## config.mk

```make
export PLATFORM = sky130hd
export DESIGN_NAME = vendor_dispenser
export DESIGN_NICKNAME = d
export VERILOG_FILES = /design/src/rtl/vendor_pkg.sv /design/src/rtl/vendor_eject_channel.sv /design/src/rtl/vendor_dispenser.sv
export SDC_FILE = /design/constraint.sdc
export NUM_CORES = 1
export LEC_CHECK = 0
export BUFFER_PORTS_ARGS = -buffer_cell sky130_fd_sc_hd__buf_4
export CAP_MARGIN = 20
export CORE_UTILIZATION = 58
export DETAILED_ROUTE_END_ITERATION = 10
export GPL_ROUTABILITY_DRIVEN = 0
export GPL_TIMING_DRIVEN = 0
export MAX_ROUTING_LAYER = met4
export PLACE_DENSITY = 0.87
export SLEW_MARGIN = 40
export SYNTH_ARGS = -nofsm -noshare
export SYNTH_HDL_FRONTEND = slang
export SYNTH_SLANG_ARGS = --single-unit
```

## constraint.sdc

```tcl
create_clock -name clk -period 2.8 [get_ports clk]
set_clock_uncertainty 0.05 [all_clocks]
set_input_delay 0.7 -clock clk [delete_from_list [all_inputs] [get_ports clk]]
set_output_delay 0.7 -clock clk [all_outputs]
set_load 0.1 [all_outputs]
```

## src/rtl/vendor_pkg.sv

```systemverilog
// Shared definitions for the vending output side: channel state encoding,
// default actuator timing and a small sizing helper.
package vendor_pkg;

  typedef enum logic [2:0] {
    ST_IDLE  = 3'd0,
    ST_DRIVE = 3'd1,
    ST_WAIT  = 3'd2,
    ST_GAP   = 3'd3,
    ST_FAULT = 3'd4
  } chan_state_t;

  typedef enum logic {
    CH_PROD = 1'b0,
    CH_COIN = 1'b1
  } chan_id_t;

  localparam int DEF_PULSE_CYC = 8;
  localparam int DEF_TMO_CYC   = 16;
  localparam int DEF_GAP_CYC   = 4;
  localparam int DEF_CNT_W     = 3;

  function automatic int max3(input int a, input int b, input int c);
    int m;
    m = (a > b) ? a : b;
    return (m > c) ? m : c;
  endfunction

endpackage

```

## src/rtl/vendor_eject_channel.sv

```systemverilog
// One actuator channel: pending-job counter, drive/wait/gap/fault FSM and
// a shared down-counter timer that is reloaded on every state entry.
module vendor_eject_channel
  import vendor_pkg::*;
#(
  parameter int PULSE_CYC = DEF_PULSE_CYC,
  parameter int TMO_CYC   = DEF_TMO_CYC,
  parameter int GAP_CYC   = DEF_GAP_CYC,
  parameter int CNT_W     = DEF_CNT_W
) (
  input  logic             clk,
  input  logic             rst,
  input  logic             req,
  input  logic             sense,
  input  logic             clr_fault,
  output logic             drive,
  output logic             done,
  output logic             fault,
  output logic [CNT_W-1:0] pend,
  output logic             busy,
  output logic             ovf
);

  localparam int TW = $clog2(max3(PULSE_CYC, TMO_CYC, GAP_CYC)) + 1;
  localparam logic [CNT_W-1:0] PEND_MAX = {CNT_W{1'b1}};

  chan_state_t   state;
  logic [TW-1:0] timer;
  logic          start;

  assign start = (state == ST_IDLE) && (pend != '0);

  // NOTE: async reset in the sensitivity list and <= only, so every flop
  // updates from pre-edge values and the reset drops drives immediately.
  always_ff @(posedge clk or posedge rst) begin
    if (rst) begin
      pend <= '0;
      ovf  <= 1'b0;
    end else begin
      unique case ({req, start})
        2'b10: begin
          if (pend == PEND_MAX) ovf <= 1'b1;
          else                  pend <= pend + 1'b1;
        end
        2'b01:   pend <= pend - 1'b1;
        default: pend <= pend;
      endcase
    end
  end

  always_ff @(posedge clk or posedge rst) begin
    if (rst) begin
      state <= ST_IDLE;
      timer <= '0;
      done  <= 1'b0;
    end else begin
      // NOTE: done defaults low every edge so it is a single-cycle pulse.
      done <= 1'b0;
      unique case (state)
        ST_IDLE: begin
          if (start) begin
            state <= ST_DRIVE;
            timer <= TW'(PULSE_CYC - 1);
          end
        end
        ST_DRIVE: begin
          if (timer == '0) begin
            state <= ST_WAIT;
            timer <= TW'(TMO_CYC - 1);
          end else begin
            timer <= timer - 1'b1;
          end
        end
        ST_WAIT: begin
          if (sense) begin
            state <= ST_GAP;
            timer <= TW'(GAP_CYC - 1);
            done  <= 1'b1;
          end else if (timer == '0) begin
            state <= ST_FAULT;
          end else begin
            timer <= timer - 1'b1;
          end
        end
        ST_GAP: begin
          if (timer == '0) state <= ST_IDLE;
          else             timer <= timer - 1'b1;
        end
        ST_FAULT: begin
          if (clr_fault) state <= ST_IDLE;
        end
        default: state <= ST_IDLE;
      endcase
    end
  end

  // Decodes of the state register only; no combinational input paths.
  assign drive = (state == ST_DRIVE);
  assign fault = (state == ST_FAULT);
  assign busy  = (state != ST_IDLE) || (pend != '0);

endmodule

```

## src/rtl/vendor_dispenser.sv

```systemverilog
// Output-side dispenser: two independent eject channels (product, coin)
// sharing a fault clear; busy and overflow are merged across channels.
module vendor_dispenser
  import vendor_pkg::*;
#(
  parameter int PULSE_CYC = DEF_PULSE_CYC,
  parameter int TMO_CYC   = DEF_TMO_CYC,
  parameter int GAP_CYC   = DEF_GAP_CYC,
  parameter int CNT_W     = DEF_CNT_W
) (
  input  logic             clk,
  input  logic             rst,
  input  logic             prod_req,
  input  logic             coin_req,
  input  logic             prod_sense,
  input  logic             coin_sense,
  input  logic             clr_fault,
  output logic             prod_drive,
  output logic             coin_drive,
  output logic             prod_done,
  output logic             coin_done,
  output logic             prod_fault,
  output logic             coin_fault,
  output logic [CNT_W-1:0] prod_pend,
  output logic [CNT_W-1:0] coin_pend,
  output logic             busy,
  output logic             ovf
);

  logic prod_busy, coin_busy;
  logic prod_ovf,  coin_ovf;

  vendor_eject_channel #(
    .PULSE_CYC(PULSE_CYC), .TMO_CYC(TMO_CYC), .GAP_CYC(GAP_CYC), .CNT_W(CNT_W)
  ) u_prod (
    .clk       (clk),
    .rst       (rst),
    .req       (prod_req),
    .sense     (prod_sense),
    .clr_fault (clr_fault),
    .drive     (prod_drive),
    .done      (prod_done),
    .fault     (prod_fault),
    .pend      (prod_pend),
    .busy      (prod_busy),
    .ovf       (prod_ovf)
  );

  vendor_eject_channel #(
    .PULSE_CYC(PULSE_CYC), .TMO_CYC(TMO_CYC), .GAP_CYC(GAP_CYC), .CNT_W(CNT_W)
  ) u_coin (
    .clk       (clk),
    .rst       (rst),
    .req       (coin_req),
    .sense     (coin_sense),
    .clr_fault (clr_fault),
    .drive     (coin_drive),
    .done      (coin_done),
    .fault     (coin_fault),
    .pend      (coin_pend),
    .busy      (coin_busy),
    .ovf       (coin_ovf)
  );

  assign busy = prod_busy | coin_busy;
  assign ovf  = prod_ovf  | coin_ovf;

endmodule

```

==> results.toml <==
[clock_network]
root_buffer = "clkbuf_4"
cts.sinks = 26
cts_resized = 0
clk_pin_slew_worst_paths_ns = 0.15
cts_buffer_depth = 2
cts_made_buffers = 3
h-tree-depth = 1
tritoncts = "done"
postCtsHoldBufs = 0
clk_latency_ns = 0.32
cts_setup_buffers = 0

[drt]
drtIter0Drc = 140
route.vias.total = 1630
antenna_left = 0
drc = 0
drtPass1Iterations = 4
vias_per_cell = 5.88
wire_per_inst_um = 13.1
drt-total-wl_mm = 3.62

[die]
die_w_um = 58.2
io_pins = 21
initial_core_util_pct = 60.5
coreArea_um2 = 3030
dieArea_um2 = 3380
chipHeight_um = 58.2
num_rows = 20

[power_and_ir_drop]
peakVddDrop_v = 0.000742
clkPwrFrac_pct = 6.7
p_leak_nw = 0.897
power.density_nw_per_um2 = 1260
p_sw_mw = 1.42
p_sw_share_pct = 54.1
power_frac_comb_pct = 68.9
p_total_mw = 2.62
p_seq_share_pct = 24.4
power.internal_mw = 1.20

[logic_synthesis]
synth_edf_count = 0
yosys-top-cells-area = "dfrtp_1, o21ai_0, a21oi_1"
syn_nets = 220
yosysWarningCount = 0
syn-mean-instance-area_um2 = 8.76
yosysSeqAreaShare_pct = 35.5
yosys.area.top_type = "dfrtp_1"
synth_cell_types = 59
synth_flop_cell = "dfrtp_1"
synth_top_area_share_pct = 35.5
synthArstFlopShare_pct = 100
synth-seq-cells = 26
synthCells = 209
syn_area_um2 = 1830

[finish]
regArea_um2 = 662
syn_to_final_growth_pct = 14.1
postLayoutCoreUtil_pct = 69.0
drive_above_1_share_pct = 24.0
multi_input_area_um2 = 1030
antenna_cells = 0
final_common_cell = "dfrtp_1"
finalNetCount = 245
fillers = 240
final_cell_mix = "dfrtp_1, buf_4, inv_1, o21ai_0, a21oi_1"

[worst_setup_path]
max_stage_delay_ns = 0.51
path_max_fanout = 10
cp_slowest_cell = "fa_1"
critPathCaptureType = "flip-flop"
path_class = "flip-flop to flip-flop"
rrSetupSlack_ns = 0.11
crit_family = "simple AND/OR/NAND/NOR gates"
crit_required_ns = 2.98
critPathLaunchType = "flip-flop"
crit_chain = "buf_2, nor4_1, or2b_1, fa_1, inv_1, a21o_1, a32o_1, a211o_1"
arrival_ns = 2.87
cp.buffers_inverters = 2

[placed_design]
dp_hpwl_mm = 2.58
portBuffers = 20

[grt]
grt_usage_pct = 23.7
met3_usage_pct = 2.46
grtUsageMet2_pct = 35.5
grt_max_degree = 27
antenna_found_initial = 0
grt_pass1_wl_mm = 6.10
grt_pass1_vias = 1383
grt.busiest_layer = "met2"
grt_use_met1_pct = 34.1
overflow = 0

[sta]
worst_pin_slew_ns = 0.562
slew_violations = 0
fmax_mhz = 372
period_needed_ns = 2.69
fin_crit_sh_pct = 96.1
max_slew_margin_pct = 62.5
rsz0062_at_grt = "no"
setup_viol = 0
hold_violations = 0
setup_tns_ns = 0

[status]
outcome = "completed"

[min_path]
hold_class = "input port to async pin"

[job]
cap_viol_max_count = 0
[cell usage after synthesis (2+ instances only)]
library cell   n
nor4b_2        2
a22oi_1        3
nor2_1        10
nand2_1       10
dfrtp_1       26
nand3b_1       3
nor2b_1        2
or3_1          6
o21a_1         2
nand2_4        2
nand2b_1       7
inv_1         17
a31oi_1        2
clkbuf_1       4
nand3_1        6
nor3_1         7
and2_1         4
a32o_1         2
a211oi_1       2
a21oi_1       15
buf_6          3
buf_2          8
nor4_1         2
ha_1           2
o21bai_1       2
a21o_1         5
o31ai_1        3
a221oi_1       4
o22ai_1        2
fa_1           2
o21ai_0       16
[sequential cells by signal (all words and copies together) (netlist names)]
register,count
u_prod.pend,3
u_coin.state,3
u_coin.done,1
u_prod.state,3
u_coin.ovf,1
u_coin.timer,5
u_prod.ovf,1
u_prod.done,1
u_coin.pend,3
u_prod.timer,5
[routing by layer]
metal / part of all wire (%) / wire length, µm
met5: 0 / 0
met4: 0.41 / 15
met3: 2.8 / 101
met2: 47 / 1690
met1: 50 / 1820
[power by group through the flow]
stage | logic [mW] | registers, mW | clock network [mW]
global route | 1.97 | 0.656 | 0.191
floorplan | 1.18 | 0.953 | 0
CTS | 1.80 | 0.637 | 0.175
global placement | 1.77 | 0.642 | 0
finish | 1.81 | 0.640 | 0.174
detailed placement | 1.80 | 0.645 | 0
[stage by stage]
step	cell area [µm²]	hold WS [ns]	cells	worst slack (ns)
2_1_floorplan	1860	0.379	209	0.00581
3_3_place_gp	2060	0.398	273	0.0423
3_5_place_dp	2060	0.399	273	0.0282
4_1_cts	2090	0.375	277	0.125
5_1_grt	2090	0.398	277	0.0214
6_report	2090	0.360	277	0.109
[area by class of cell]
class / count / area share, %
Multi-Input combinational cell: 149 / 49.4
Sequential cell: 26 / 31.7
Timing Repair Buffer: 20 / 7.19
Buffer: 16 / 4.61
Inverter: 18 / 3.24
Tap cell: 44 / 2.64
Clock buffer: 4 / 1.26
[final timing paths]
path | startpoint | end | cells after the start
setup / recovery | u_coin.state[2] | u_coin.pend[1] | 8
setup reg to reg | u_coin.state[2] | u_coin.pend[1] | 8
max in group asynchronous | rst | u_coin.pend[2] | 2
hold / removal | rst | u_prod.pend[0] | 2
min in group clk | u_prod.ovf | u_prod.ovf | 2
hold reg to reg | u_prod.ovf | u_prod.ovf | 2
[worst register-to-register path, stage by stage (launching register included)]
cell	delay, ns
dfrtp_1	0.47
buf_2	0.21
nor4_1	0.42
or2b_1	0.29
fa_1	0.51
inv_1	0.08
a21o_1	0.15
a32o_1	0.20
a211o_1	0.22
[cells by family (layout without fill, tap and decap cells)]
logic type | Yosys count | after routing | synth area share (%)
mux | 1 | 1 | 0.547
flops | 26 | 26 | 35.5
compound gates | 71 | 71 | 26.6
buf+inv | 34 | 58 | 8.95
simple gates | 72 | 72 | 24.3
xor+xnor | 1 | 1 | 0.479
fa+ha+maj | 4 | 4 | 3.55
(Power assumes the default switching activity.)
